`src/rtl/mult_dot_pkg.sv`:
```
// Shared encodings and default sizing for the dot-product controller around the 4x4 array multiplier.
package mult_dot_pkg;

  localparam int unsigned MUL_LAT_DEF = 8;
  localparam int unsigned ACC_W_DEF   = 12;
  localparam int unsigned CNT_W_DEF   = 4;

  typedef logic [1:0] state_t;

  localparam state_t ST_IDLE = 2'd0;
  localparam state_t ST_WAIT = 2'd1;
  localparam state_t ST_DONE = 2'd2;

endpackage

```
`src/rtl/mult_lat_timer.sv`:
```
// Loadable down-counter with a zero flag; paces the multiplier settling window.
module mult_lat_timer #(
  parameter int unsigned W = 4
) (
  input  logic         clk,
  input  logic         rst,
  input  logic         i_load,
  input  logic [W-1:0] i_load_val,
  input  logic         i_dec,
  output logic         o_zero_c
);

  logic [W-1:0] r_cnt;

  // Load wins over decrement; the count parks at zero.
  always_ff @(posedge clk) begin
    if (rst) begin
      r_cnt <= '0;
    end else if (i_load) begin
      r_cnt <= i_load_val;
    end else if (i_dec && (r_cnt != '0)) begin
      r_cnt <= r_cnt - W'(1);
    end
  end

  assign o_zero_c = (r_cnt == '0);

endmodule

```
`src/rtl/mult_dot_accum.sv`:
```
// Dot-product controller/accumulator wrapped around an external registered 4x4 multiplier.
// Define MULT_DOT_SAT_EN to clamp the accumulator at all-ones on carry-out instead of wrapping.
module mult_dot_accum
  import mult_dot_pkg::*;
#(
  parameter int unsigned MUL_LAT = MUL_LAT_DEF,
  parameter int unsigned ACC_W   = ACC_W_DEF,
  parameter int unsigned CNT_W   = CNT_W_DEF
) (
  input  logic             clk,
  input  logic             rst,
  input  logic             in_valid,
  output logic             in_ready,
  input  logic [3:0]       in_a,
  input  logic [3:0]       in_b,
  input  logic             in_last,
  output logic [3:0]       mul_a,
  output logic [3:0]       mul_b,
  input  logic [7:0]       mul_p,
  output logic             out_valid,
  input  logic             out_ready,
  output logic [ACC_W-1:0] out_acc,
  output logic [CNT_W-1:0] out_count,
  output logic             out_ovf
);

  localparam int unsigned TMR_W = $clog2(MUL_LAT) + 1;
  localparam int unsigned SUM_W = ACC_W + 1;
  localparam logic [CNT_W-1:0] CNT_CLOSE = CNT_W'((2 ** CNT_W) - 2);
  localparam logic [TMR_W-1:0] TMR_LOAD  = TMR_W'(MUL_LAT - 1);

  state_t           r_state;
  logic             r_in_ready;
  logic             r_out_valid;
  logic [3:0]       r_mul_a;
  logic [3:0]       r_mul_b;
  logic [ACC_W-1:0] r_acc;
  logic [CNT_W-1:0] r_count;
  logic             r_ovf;
  logic             r_last;

  state_t           w_state_nxt;
  logic             w_accept;
  logic             w_sample;
  logic             w_take;
  logic             w_tmr_dec;
  logic             w_tmr_zero;
  logic [SUM_W-1:0] w_sum;
  logic [ACC_W-1:0] w_acc_nxt;

  mult_lat_timer #(.W(TMR_W)) u_timer (
    .clk        (clk),
    .rst        (rst),
    .i_load     (w_accept),
    .i_load_val (TMR_LOAD),
    .i_dec      (w_tmr_dec),
    .o_zero_c   (w_tmr_zero)
  );

  assign w_tmr_dec = (r_state == ST_WAIT);

  // Next state and the three datapath strobes.
  always_comb begin
    w_state_nxt = r_state;
    w_accept    = 1'b0;
    w_sample    = 1'b0;
    w_take      = 1'b0;
    case (r_state)
      ST_IDLE: begin
        if (in_valid && r_in_ready) begin
          w_accept    = 1'b1;
          w_state_nxt = ST_WAIT;
        end
      end
      ST_WAIT: begin
        if (w_tmr_zero) begin
          w_sample    = 1'b1;
          w_state_nxt = r_last ? ST_DONE : ST_IDLE;
        end
      end
      ST_DONE: begin
        if (out_ready) begin
          w_take      = 1'b1;
          w_state_nxt = ST_IDLE;
        end
      end
      default: w_state_nxt = ST_IDLE;
    endcase
  end

  // One extra bit captures the accumulator carry-out.
  assign w_sum = {1'b0, r_acc} + SUM_W'(mul_p);

`ifdef MULT_DOT_SAT_EN
  assign w_acc_nxt = w_sum[ACC_W] ? '1 : w_sum[ACC_W-1:0];
`else
  assign w_acc_nxt = w_sum[ACC_W-1:0];
`endif

  // Handshake flags track the next state so both are clean flop outputs.
  always_ff @(posedge clk) begin
    if (rst) begin
      r_state     <= ST_IDLE;
      r_in_ready  <= 1'b0;
      r_out_valid <= 1'b0;
    end else begin
      r_state     <= w_state_nxt;
      r_in_ready  <= (w_state_nxt == ST_IDLE);
      r_out_valid <= (w_state_nxt == ST_DONE);
    end
  end

  always_ff @(posedge clk) begin
    if (rst) begin
      r_mul_a <= '0;
      r_mul_b <= '0;
      r_last  <= 1'b0;
      r_acc   <= '0;
      r_count <= '0;
      r_ovf   <= 1'b0;
    end else begin
      // Operands only change on accept, so the multiplier sees stable inputs through WAIT.
      if (w_accept) begin
        r_mul_a <= in_a;
        r_mul_b <= in_b;
        r_last  <= in_last | (r_count == CNT_CLOSE);
      end
      if (w_sample) begin
        r_acc   <= w_acc_nxt;
        r_count <= r_count + CNT_W'(1);
        r_ovf   <= r_ovf | w_sum[ACC_W];
      end else if (w_take) begin
        r_acc   <= '0;
        r_count <= '0;
        r_ovf   <= 1'b0;
      end
    end
  end

  assign in_ready  = r_in_ready;
  assign out_valid = r_out_valid;
  assign mul_a     = r_mul_a;
  assign mul_b     = r_mul_b;
  assign out_acc   = r_acc;
  assign out_count = r_count;
  assign out_ovf   = r_ovf;

endmodule

```
`config.mk`:
```
export PLATFORM = sky130hd
export DESIGN_NAME = mult_dot_accum
export DESIGN_NICKNAME = d
export VERILOG_FILES = /design/src/rtl/mult_dot_pkg.sv /design/src/rtl/mult_lat_timer.sv /design/src/rtl/mult_dot_accum.sv
export SDC_FILE = /design/constraint.sdc
export NUM_CORES = 1
export LEC_CHECK = 0
export ABC_CLOCK_PERIOD_IN_PS = 2000
export BUFFER_PORTS_ARGS = -buffer_cell sky130_fd_sc_hd__buf_4
export CAP_MARGIN = 10
export CELL_PAD_IN_SITES_DETAIL_PLACEMENT = 0
export CELL_PAD_IN_SITES_GLOBAL_PLACEMENT = 1
export CORE_UTILIZATION = 34
export DETAILED_ROUTE_END_ITERATION = 6
export GPL_TIMING_DRIVEN = 0
export PLACE_DENSITY_LB_ADDON = 0.12
export RECOVER_POWER = 100
export SLEW_MARGIN = 20
export SYNTH_ARGS = -nofsm -noshare
export SYNTH_HDL_FRONTEND = slang
export SYNTH_SLANG_ARGS = --single-unit
```
`constraint.sdc`:
```
create_clock -name clk -period 2 [get_ports clk]
set_clock_uncertainty 0.15 [all_clocks]
set_input_delay 0.3 -clock clk [delete_from_list [all_inputs] [get_ports clk]]
set_output_delay 0.3 -clock clk [all_outputs]
set_load 0.02 [all_outputs]
```
**Word level (Yosys, flattened, before mapping)**

Index checks and enable logic that the tools add are counted.

- Register bits after elaboration: 34
- Bits in latches: 0
- Memory bits (writable): 0
- Memory bits (read-only): 0
- Output and inout bits: 27
- Logic and storage cells: 48
- Memories: 0

- Add/subtract/negate cells: 3
- Multiply operators: 0
- Div/mod/pow operators: 0
- Magnitude comparators: 0
- Equality and inequality tests: 4
- Shifts and indexed selects: 0
- Mux-type cells: 19
- Bitwise operators: 2
- Reduce and logical (&&, ||, !) cells: 9

Operators by type and width:

| cell | number |
|---|---|
| $mux W12 | 2 |
| $add A12 B8 Y13 | 1 |
| $mux W1 | 8 |
| $mux W2 | 4 |
| $mux W4 | 2 |
| $mux W3 | 2 |
| $pmux W2 S3 | 1 |
| $add A4 B1 Y4 const B | 1 |
| $eq A2 B2 Y1 const B | 2 |
| $eq A4 B4 Y1 const B | 1 |
| $logic_not A2 Y1 | 2 |
| $logic_not A4 Y1 | 1 |
| $reduce_bool A2 Y1 | 2 |
| $reduce_bool A4 Y1 | 1 |
| $sub A4 B1 Y4 const B | 1 |
| $eq A2 B1 Y1 const B | 1 |
| $logic_and A1 B1 Y1 | 2 |
| $or A1 B1 Y1 | 2 |
| $reduce_or A2 Y1 | 1 |

**Depth between registers and ports, before layout**

- Depth in word-level cells: 4
- Mapped depth: 8

**Modules after synthesis**

A second synthesis with hierarchy kept.

- Cells, all modules: 206
- Area, all modules: 1789.2 um2

By module, submodules not included:

| module | times used | cells an instance | area an instance (um2) | sequential area each (um2) |
|---|---|---|---|---|
| mult_dot_accum | 1 | 177 | 1526.5 | 600.6 |
| mult_lat_timer | 1 | 29 | 262.8 | 80.1 |

**Least setup slack after synthesis**

Ideal clock, no wire load.

- Path kind: register -> register
- Start: reg r_acc[0], in the netlist out_acc[0]
- End: reg r_acc[8], in the netlist out_acc[8]
- Library setup time: 0.121 ns
- Data arrival time: 1.960 ns
- Required time: 1.729 ns
- Path slack: -0.230 ns
- Stages on the path, launching flop included: 7
- Clock period less this slack: 2.230 ns
- Path through: dfxtp_1 > ha_1 > fa_1 > a211oi_1 > o211ai_1 > nand3_1 > mux2_2

- Longest elaborated chain between the ends: 2

RTL lines:

| item | RTL line | source |
|---|---|---|
| start, declared | mult_dot_accum.sv:37 | `logic [ACC_W-1:0] r_acc;` |
| start signal, assigned | mult_dot_accum.sv:129 | `r_acc <= w_acc_nxt;` |
| $add A12 B8 Y13 | mult_dot_accum.sv:92 | `assign w_sum = {1'b0, r_acc} + SUM_W'(mul_p);` |
| $mux W12 | mult_dot_accum.sv:128 | `if (w_sample) begin` |

Every way passes these cells.
A chain may end at the register's enable or synchronous reset.

**Final worst setup path**

- Start: reg r_acc[5], in the netlist out_acc[5]
- End: reg r_acc[8], in the netlist out_acc[8]

The elaborated chain is that of the path after synthesis.

==> results.cfg <==
[synth]
synth_edf_count = 0
synth_top_family_by_area = simple AND/OR/NAND/NOR gates
syn_area_um2 = 1790
ys_seq_elements = 34
syn_avg_cell_area_um2 = 8.41
yosys.area.top_type = dfxtp_1
synth_compound_area_frac = 0.212
synthSimpleGateAreaFrac = 0.243
synth_cell_type_count = 46
synth_mux_area_frac = 0.0189
async_flop_share = 0
synthAdderAreaFrac = 0.0881
synth_top_area_frac = 0.380
syn_nets = 246
yosys-top-cells-area = dfxtp_1 38%, ha_1 7.7%, a21oi_1 7.0%
syn_inst = 213
ys.flop_type = dfxtp_1
yosys_warnings = 0
synth_xor_area_frac = 0.0196
ys_seq_area_frac = 0.380

[worst_hold_path]
hold_path.class = in2reg

[drt]
wl_um = 5030
wl_per_cell_um = 14.2
vias = 1833
drt_iter0_drc = 74
first_pass_iters = 4
drt.antenna.violating_nets = 0
viasPerCell = 5.16
drc_errors = 0

[timing]
finalCritPeriodShare = 1.01
tightest_slew_ps = 539
rsz0062_at_grt = true
slew_violations = 0
finalWorstSetupSlack_ps = -14.0
setup_viol = 2
clock.fmax_mhz = 497
finalCriticalPeriod_ps = 2010
tns_ps = -19.4
slew_headroom = 0.641
finalHoldViolCount = 0

[global_route]
grt_pass1_wl_um = 8070
grt_max_degree = 11
grt_usage = 0.193
grt_overflow = 0
grt_pass1_vias = 1730
grt_antenna_before_repair = 0

[pwr]
totalPowerFinal_mw = 1.68
p_per_area_nw_per_um2 = 661
ir_drop_mv = 0.390
leakagePower_nw = 1.00

[clock_network]
cts_root_buf = clkbuf_8
cts_tree = yes
cts.sinks = 34
clk_pin_slew_ps = 80
clk_path_buf_depth = 2
cts_buffers = 5
cts_max_level = 2
clk_latency_ps = 290
hold_buffers = 0

[die]
die-area_um2 = 5560
coreArea_um2 = 5070
die_height_um = 74.6
fp-row-count = 26
start_util = 0.353
pin_count = 48
die_x_um = 74.6

[critical_path]
r2r-end = out_acc[8]$_SDFFE_PP0P_
reg2reg_slack_ps = -10
r2r-start = out_acc[5]$_SDFFE_PP0P_
crit_arrival_ps = 2040
cp-startpoint = out_acc[5]$_SDFFE_PP0P_
criticalPathCategory = reg2reg
crit_path_end_kind = register
worst_r2r_path_depth = 6
required_ps = 2020
startpoint_type = register
path_max_fanout = 5
worstSetupEndpoint = out_acc[8]$_SDFFE_PP0P_

[placed_design]
hpwl_um = 3430
io_buffers = 47
place.gp.congestion = 0.761

[layout]
layout_common_cells = 44 x buf_4, 29 x clkbuf_1, 29 x dfxtp_1
fillers = 549
syn_to_final_growth_pct = 42.3
mostFrequentLayoutCell = buf_4
nNetsFinal = 317
drive_gt1_frac = 0.284
insertedDiodeCount = 0

[outcome]
status = complete, but fails checks
violations = setup timing

[flow_run]
drv_cap = 0
[synthesized netlist by cell type (all sizes together) (3+ instances only)]
cell type,instances
clkbuf,9
a21o,4
nor3,4
ha,11
nor4,3
dfxtp,34
and3,4
inv,6
nor2,16
nand3,14
a21oi,25
o211ai,4
nand4,5
a31oi,4
nand2,24
a211oi,4
o21ai,5
mux2,3
[cell families after synthesis]
kind of cell | after synthesis
buf+inv | 17
xor+xnor | 4
fa+ha+maj | 12
mux | 3
flops | 34
simple gates | 85
compound gates | 58
[state kept, by name, indices dropped and copies added, names as in the netlist]
register       count
out_count          4
in_ready           1
r_state            2
out_acc           12
mul_a              4
out_valid          1
u_timer.r_cnt      4
r_last             1
mul_b              4
out_ovf            1
[cell type report]
cell class	instances	area [um2]	share of cell area
Tap cell	70	87.6	0.0344
Inverter	6	22.5	0.00884
Multi-Input combinational cell	162	1200	0.469
Buffer	10	47.5	0.0187
Timing Repair Buffer	65	409	0.161
Clock buffer	7	86.3	0.0339
Sequential cell	34	694	0.272
Clock inverter	1	5.00	0.00196
[worst min path at each step]
stage               cells past startpoint  slack, ps               endpoint             startpoint
floorplan                               2        290  mul_a[3]$_SDFFE_PP0P_                in_a[3]
global placement                        2        300  mul_b[3]$_SDFFE_PP0P_  mul_b[3]$_SDFFE_PP0P_
detailed placement                      2        300   out_ovf$_SDFFE_PP0P_   out_ovf$_SDFFE_PP0P_
CTS                                     3        100  mul_b[0]$_SDFFE_PP0P_                in_b[0]
global route                            3        110  mul_a[0]$_SDFFE_PP0P_                in_a[0]
finish                                  3        110  mul_a[2]$_SDFFE_PP0P_                in_a[2]
[routing by layer]
| layer | wire length (um) | up-vias | part of all wire | track usage |
|---|---|---|---|---|
| li1 | - | 920 | - | - |
| met1 | 2280 | 880 | 0.45 | 0.249 |
| met2 | 2540 | 28 | 0.50 | 0.322 |
| met3 | 169 | 5 | 0.034 | 0.0407 |
| met4 | 38 | 0 | 0.0076 | 0.0587 |
| met5 | 0 | - | 0 | 0 |
[stage by stage]
stage / cells / instance area [um2] / hold WS, ps / utilization / setup slack (ps)
2_1_floorplan: 213 / 1910 / 286 / - / -37.2
6_report: 355 / 2550 / 108 / 0.502 / -14.0
3_3_place_gp: 330 / 2350 / 296 / 0.462 / -204
5_1_grt: 355 / 2550 / 108 / 0.502 / -90.5
4_1_cts: 356 / 2630 / 97.7 / 0.517 / -61.0
3_5_place_dp: 330 / 2350 / 299 / 0.462 / -204
[worst max-delay path: stages (launching register included)]
cell and delay (ps):
dfxtp_1 340, ha_4 280, buf_4 130, nor2_1 70, o21ai_0 430, nand3_1 170, mux2_4 320
[what timing repair did]
action / 4_1_cts / 5_1_grt
pin swaps: 10 / 5
gates resized for setup: 9 / 6
endpoints found under the setup margin: 7 / 14
setup buffers: 18 / 0
[power by group]
part | internal, mW | leakage [nW] | switching, mW
Sequential | 0.710 | 0.280 | 0.0320
Combinational | 0.181 | 0.675 | 0.220
Clock | 0.278 | 0.0482 | 0.263
Power figures use the tool's default switching activity.
